### src/rtl/seqdet_pkg.sv
// rtl/seqdet_pkg.sv - shared types and constants for the serial pattern detector
package seqdet_pkg;

  typedef enum logic {
    SEQDET_MEALY = 1'b0,
    SEQDET_MOORE = 1'b1
  } seqdet_mode_e;

  localparam int         SEQDET_MAX_LEN = 32;
  localparam logic [3:0] SEQDET_DEF_PAT = 4'b1011;

  // The fill counter must be able to hold SEQ_LEN itself, not just SEQ_LEN-1.
  function automatic int seqdet_fill_w(input int seq_len);
    return $clog2(seq_len + 1);
  endfunction

endpackage

### src/rtl/seqdet_match_counter.sv
// rtl/seqdet_match_counter.sv - saturating match counter
module seqdet_match_counter
  import seqdet_pkg::*;
#(
  parameter int CNT_W = 8
) (
  input  logic             clk,
  input  logic             reset,
  input  logic             inc,
  output logic [CNT_W-1:0] count
);

  always_ff @(posedge clk) begin
    if (reset) begin
      count <= '0;
    end else if (inc && (count != {CNT_W{1'b1}})) begin
      count <= count + CNT_W'(1);
    end
  end

endmodule

### src/rtl/param_sequence_detector.sv
// rtl/param_sequence_detector.sv - parametrised serial pattern detector; SEQDET_MATCH_COUNT_EN builds the match counter
module param_sequence_detector
  import seqdet_pkg::*;
#(
  parameter int           SEQ_LEN  = 4,
  parameter               SEQ_INIT = SEQDET_DEF_PAT,
  parameter seqdet_mode_e MODE     = SEQDET_MOORE,
  parameter int           OVERLAP  = 1,
  parameter int           CNT_W    = 8
) (
  input  logic               clk,
  input  logic               reset,
  input  logic               in,
  input  logic               in_valid,
  input  logic               pat_load,
  input  logic [SEQ_LEN-1:0] pat_in,
  output logic               out,
  output logic [CNT_W-1:0]   match_count
);

  localparam int                  FILL_W   = seqdet_fill_w(SEQ_LEN);
  localparam logic [FILL_W-1:0]   FILL_MAX = FILL_W'(SEQ_LEN);
  localparam logic [FILL_W-1:0]   FILL_ARM = FILL_W'(SEQ_LEN - 1);
  localparam logic [SEQ_LEN-1:0]  PAT_RST  = SEQ_LEN'(SEQ_INIT);

  if ((SEQ_LEN < 2) || (SEQ_LEN > SEQDET_MAX_LEN) || ($bits(SEQ_INIT) != SEQ_LEN)) begin : g_bad_params
    $error("param_sequence_detector: SEQ_LEN must be 2..32 and SEQ_INIT must be SEQ_LEN bits wide");
  end

  logic [SEQ_LEN-1:0] hist;
  logic [SEQ_LEN-1:0] pat;
  logic [SEQ_LEN-1:0] shifted;
  logic [FILL_W-1:0]  fill;
  logic               match_q;
  logic               accept;
  logic               hit;

  // A bit is dropped while reset or pat_load is high, so it can never complete a match.
  assign accept  = in_valid && !pat_load && !reset;
  assign shifted = {hist[SEQ_LEN-2:0], in};
  assign hit     = accept && (fill >= FILL_ARM) && (shifted == pat);

  always_ff @(posedge clk) begin
    if (reset) begin
      hist    <= '0;
      fill    <= '0;
      pat     <= PAT_RST;
      match_q <= 1'b0;
    end else if (pat_load) begin
      pat     <= pat_in;
      fill    <= '0;
      match_q <= 1'b0;
    end else if (in_valid) begin
      hist    <= shifted;
      match_q <= hit;
      if (hit && (OVERLAP == 0)) begin
        fill <= '0;
      end else if (fill != FILL_MAX) begin
        fill <= fill + FILL_W'(1);
      end
    end
  end

  assign out = (MODE == SEQDET_MOORE) ? match_q : hit;

`ifdef SEQDET_MATCH_COUNT_EN
  seqdet_match_counter #(
    .CNT_W (CNT_W)
  ) u_match_counter (
    .clk   (clk),
    .reset (reset),
    .inc   (hit),
    .count (match_count)
  );
`else
  assign match_count = '0;
`endif

endmodule

### config.mk
export PLATFORM = sky130hd
export DESIGN_NAME = param_sequence_detector
export DESIGN_NICKNAME = d
export VERILOG_FILES = /design/src/rtl/seqdet_pkg.sv /design/src/rtl/seqdet_match_counter.sv /design/src/rtl/param_sequence_detector.sv
export SDC_FILE = /design/constraint.sdc
export NUM_CORES = 1
export LEC_CHECK = 0
export CAP_MARGIN = 20
export CORE_MARGIN = 10
export CORE_UTILIZATION = 44
export CTS_BUF_LIST = sky130_fd_sc_hd__clkbuf_4 sky130_fd_sc_hd__clkbuf_8 sky130_fd_sc_hd__clkbuf_16
export DETAILED_ROUTE_END_ITERATION = 10
export PLACE_DENSITY = 0.76
export SYNTH_ARGS = -nofsm -noshare
export SYNTH_HDL_FRONTEND = slang
export SYNTH_SLANG_ARGS = --single-unit
### constraint.sdc
create_clock -name clk -period 1.65 [get_ports clk]
set_input_delay 0.33 -clock clk [delete_from_list [all_inputs] [get_ports clk]]
set_output_delay 0.33 -clock clk [all_outputs]
set_load 0.01 [all_outputs]
==> results.ini, run 1 <==
[grt]
grtUsageTotal_pct = 6.83
grt_pass1_wl_um = 1790
grt_max_degree = 12
antenna_found_initial = 0
grt_pass1_vias = 406
globalRouteOverflowTotal = 0

[clock_tree]
clkSinkCount = 11
cts_buffers = 3
cts_root_buf = clkbuf_4
post_cts_buffers = 0
tritoncts = built
cts_hold_buf = 0
ctsResizeCount = 0
clockBufferDepth = 2
cts.htree.levels = 1
cts.reportedPaths.clkPinSlew_ps = 70
insertion_delay_ps = 270

[synth]
synth_seq_area_share_pct = 37.0
ys_warn_count = 0
ys_ff_latch = 11
synthCells = 61
synth_cell_type_count = 21
syn-cell-area_um2 = 596
postSynthAreaPerCell_um2 = 9.76

[critical_path]
crit_path_max_incr_delay_ps = 540
start_kind = register
critPathArrivalTime_ps = 1130
cpMaxStageDelayCell = clkdlybuf4s50_1
path_buf_inv = 1
worst_path_dominant_cell_family = buffers and inverters
crit_chain = clkdlybuf4s50_1
critPathRequiredTime_ps = 1320
crit_type = reg -> out
worstReg2RegStart = fill[0]$_SDFFE_PP0P_
endpoint_kind = output pin
crit_start = out$_SDFFE_PP0P_
r2r_slack_ps = 250
worstPathMaxFanout = 2

[power]
leakage_nw = 0.314
worst_ir_drop_vdd_v = 0.000458
finalPower_mw = 0.547
p_per_area_nw_per_um2 = 764

[placement]
io_buffers = 9
preCtsSetupSlack_ps = 158
dp.cells = 86
gp_congestion = 0.679
dpl-instance-area_um2 = 688
dp_hpwl_um = 883

[finish]
synthToLayoutAreaGrowth_pct = 20.2
stdcell_area_um2 = 716
final_util_pct = 55.7
nets = 88
stdcell_count = 90
n_antenna_cell = 0
drive_gt1_share_pct = 14.7
mostFrequentLayoutCells = dfxtp_1, clkdlybuf4s50_1, conb_1
nFillCells = 127
mostFrequentLayoutCell = dfxtp_1

[die]
start_util_pct = 46.3
die_h_um = 56.8
chipWidth_um = 56.8
dieArea_um2 = 3230
core_area_um2 = 1280
num_rows = 13
io_pins = 18

[sta]
rsz0062_at_grt = false
skew_ps = 4.71
fmax_mhz = 683
fin_crit_sh_pct = 88.7
hold_slack_ps = 542
period_needed_ps = 1460
finalHoldViolCount = 0
setup_viol = 0
tns_ps = 0
fin_ws_ps = 187
drv_slew = 0

[detailed_routing]
drtPass1Iterations = 4
avgRoutedWirePerCell_um = 11.5
via_count = 411
drtIter0Drc = 1
viasPerCell = 4.57
wirelength_um = 1040
drc = 0
drt.antenna.violating_nets = 0

[worst_hold_path]
min_path_type = reg -> reg
hold_start = pat[2]$_SDFFE_PP0P_

[status]
status = finished, final reports clean

[job]
cap_violations = 0

[cells in the mapped netlist, drive strengths merged]
cell type  number  share of area, %
dfxtp          11                37
buf            10                12
mux2i           5               8.4
nor2            5               3.2
nor2b           4               4.2
a211o           3               4.4
ha              3               6.3
inv             3               1.9
nor3            3               4.2
xor2            3               4.4
nand2b          2               2.1
xnor2           2               2.9
a211oi          1               1.3
a21boi          1               1.9
a21oi           1              0.84
a41o            1               1.7
conb            1              0.63
nor4            1               1.1
nor4b           1               1.5
[kinds of logic after synthesis]
family | count (synthesis) | share of synthesized area, %
adders and majority gates | 3 | 6.30
other | 1 | 0.630
and+or+nand+nor | 16 | 16.2
xor gates and xnor gates | 5 | 7.35
DFF | 11 | 37.0
buffers and inverters | 13 | 14.1
muxes | 5 | 8.40
AOI/OAI and AO/OA | 7 | 10.1
[where the power goes]
| part | internal (mW) | switching, mW |
|---|---|---|
| Combinational | 0.0445 | 0.0373 |
| Clock | 0.0897 | 0.0924 |
| Sequential | 0.276 | 0.00758 |
[worst paths after layout]
path                               to  cells past startpoint
setup / recovery                  out                      1
hold reg to reg   pat[2]$_SDFFE_PP0P_                      2
hold / removal    pat[2]$_SDFFE_PP0P_                      2
setup reg to reg     out$_SDFFE_PP0P_                      5
[flip-flops by register name, indices dropped and copies added, names as in the netlist]
signal	count
pat	4
fill	3
hist	3
out	1
[final cells by class]
class | instances | area (um2) | area share [%]
multi-input cells | 44 | 318 | 44.4
flip-flops and latches | 11 | 220 | 30.8
repair buffers | 13 | 120 | 16.8
clock buffers | 3 | 22.5 | 3.15
well taps | 15 | 18.8 | 2.62
inverters | 3 | 11.3 | 1.57
clock inverters | 1 | 5.00 | 0.699
[layer usage]
layer / global-route usage [%] / vias to the layer above / share of wire (%)
met5: 0 / - / 0
met4: 0 / 0 / 0.39
met3: 5.39 / 2 / 7.0
met2: 11.4 / 10 / 51
met1: 6.98 / 183 / 41
li1: - / 216 / -
No activity file was read; power rests on OpenSTA's default activity.
==> run 2, diff against run 1 <==
CORE_AREA = 10 10 47 49   (was default)
CORE_MARGIN = default   (was 10)
CORE_UTILIZATION = default   (was 44)
DIE_AREA = 0 0 57 59   (was default)
PLACE_DENSITY = 0.77   (was 0.76)
SLEW_MARGIN = 0   (was default)
clock period = 1.7 ns   (was 1.65 ns; I/O delays follow)
==> results.ini, run 2 (synthesized netlist as in run 1, its figures left out) <==
[sta]
fmax_mhz = 680
tns_ps = 0  ; unchanged
fin_crit_sh_pct = 86.5
finalHoldViolCount = 0  ; unchanged
fin_ws_ps = 230  ; +43.0 ps
period_needed_ps = 1470
drv_slew = 0  ; unchanged
skew_ps = 0.846  ; -3.86 ps
hold_slack_ps = 520  ; -21.6 ps
rsz0062_at_grt = false
setup_viol = 0  ; unchanged

[detailed_routing]
wirelength_um = 1050  ; +1.5%
drc = 0  ; unchanged
drtPass1Iterations = 2  ; -2
avgRoutedWirePerCell_um = 11.7  ; +1.5%
drt.antenna.violating_nets = 0  ; unchanged
drtIter0Drc = 4  ; +3
viasPerCell = 4.73  ; +3.6%
via_count = 426  ; +3.6%

[clock_tree]
insertion_delay_ps = 260  ; about the same
cts.reportedPaths.clkPinSlew_ps = 70  ; about the same
cts_root_buf = clkbuf_4
post_cts_buffers = 0  ; unchanged
clkSinkCount = 11  ; unchanged
cts.htree.levels = 1  ; unchanged
ctsResizeCount = 0  ; unchanged
cts_hold_buf = 0  ; unchanged
clockBufferDepth = 2  ; unchanged
tritoncts = built
cts_buffers = 3  ; unchanged

[critical_path]
critPathArrivalTime_ps = 1130  ; about the same
worstReg2RegStart = fill[0]$_SDFFE_PP0P_
r2r_cells = 5  ; unchanged
rr_endpoint = out$_SDFFE_PP0P_
crit_chain = clkdlybuf4s50_1
path_buf_inv = 1  ; unchanged
worst_path_dominant_cell_family = buffers and inverters
start_kind = register
r2r_slack_ps = 290  ; +40 ps
critPathRequiredTime_ps = 1360  ; +40 ps
cpMaxStageDelayCell = clkdlybuf4s50_1
crit_path_max_incr_delay_ps = 540  ; about the same
worstPathMaxFanout = 2  ; unchanged
crit_type = reg -> out
endpoint_kind = output pin

[finish]
synthToLayoutAreaGrowth_pct = 19.5
final_util_pct = 50.8  ; -4.9 points
drive_gt1_share_pct = 13.5  ; -1.2 points
multiInputGateArea_um2 = 318  ; unchanged
reg.largest.list = pat x4, fill x3, hist x3
largest_reg_flops = 4  ; unchanged
stdcell_area_um2 = 712  ; -0.52%
stdcell_count = 90  ; unchanged
n_antenna_cell = 0  ; unchanged
nFillCells = 141  ; +11%
mostFrequentLayoutCell = dfxtp_1
seq_area_um2 = 220  ; unchanged
nets = 87  ; -1.1%
top_register = pat
mostFrequentLayoutCells = dfxtp_1, clkdlybuf4s50_1, conb_1

[grt]
antenna_found_initial = 0  ; unchanged
grt_max_degree = 10  ; -2
globalRouteOverflowTotal = 0  ; unchanged
grtUsageTotal_pct = 7.39  ; +0.55 points
grt_pass1_wl_um = 1990  ; +11%
grt_pass1_vias = 445  ; +9.6%

[power]
p_per_area_nw_per_um2 = 767  ; +0.29%
worst_ir_drop_vdd_v = 0.000499  ; +9.0%
leakage_nw = 0.310  ; -1.3%
finalPower_mw = 0.546  ; -0.24%

[die]
core_area_um2 = 1400  ; +9.1%
io_pins = 18  ; unchanged
dieArea_um2 = 3360  ; +4.3%
start_util_pct = 42.5  ; -3.8 points
chipWidth_um = 57  ; +0.37%
die_h_um = 59  ; +3.9%
num_rows = 14  ; +1

[job]
cap_violations = 0  ; unchanged

[status]
status = finished, final reports clean

[placement]
dp.cells = 86  ; unchanged
gp_congestion = 0.763  ; +12%
preCtsSetupSlack_ps = 88.4  ; -69.1 ps
dpl-instance-area_um2 = 682  ; -0.91%
io_buffers = 9  ; unchanged
dp_hpwl_um = 869  ; -1.6%

[worst_hold_path]
hold_path_end = pat[2]$_SDFFE_PP0P_
min_path_type = reg -> reg
hold_depth = 2  ; unchanged
hold_start = pat[2]$_SDFFE_PP0P_

==> run 2: cell types whose count changed in the layout (fill, tap and decap cells not counted) <==
cell / previous run / this run
clkbuf_4: 3 / 4
buf_4: 4 / 3
clkinv_2: 1 / 0
==> run 2: power breakdown <==
part	switching, mW	total, mW	internal (mW)
Clock	0.0861	0.193	0.107
Combinational	0.0363	0.0781	0.0418
Sequential	0.00730	0.275	0.267
Total	0.130	0.546	0.416
==> run 2: cell type report <==
| cell class | instances | area share, % |
|---|---|---|
| tap | 16 | 2.81 |
| multi-input combinational | 44 | 44.6 |
| sequential | 11 | 30.9 |
| inverter | 3 | 1.58 |
| clock buffer | 4 | 4.22 |
| timing repair buffer | 12 | 15.8 |
==> run 2: worst max-delay path by stage <==
| stage | cells past startpoint | endpoint | from |
|---|---|---|---|
| after floorplan | 5 | out$_SDFFE_PP0P_ | fill[0]$_SDFFE_PP0P_ |
| after global placement | 4 | fill[1]$_SDFFE_PP0P_ | in_valid |
| after detailed placement | 4 | fill[1]$_SDFFE_PP0P_ | in_valid |
| after CTS | 1 | out | out$_SDFFE_PP0P_ |
| after global routing | 5 | out$_SDFFE_PP0P_ | fill[0]$_SDFFE_PP0P_ |
| final | 1 | out | out$_SDFFE_PP0P_ |
==> run 2: worst reg2reg max path, cell delays in order, from the launching register on <==
cell      delay [ps]
dfxtp_1          350
ha_1             210
ha_1             170
a211oi_1         250
nor4_1            90
a41o_1           240
==> run 2: layer usage <==
layer,up-vias,GRT usage [%],share of wire (%),wire length (um)
met5,-,0,0,0
met3,2,3.86,7.8,82
li1,215,-,-,-
met1,196,7.60,42,440
met2,13,11.9,50,522
met4,0,4.03,0.57,6
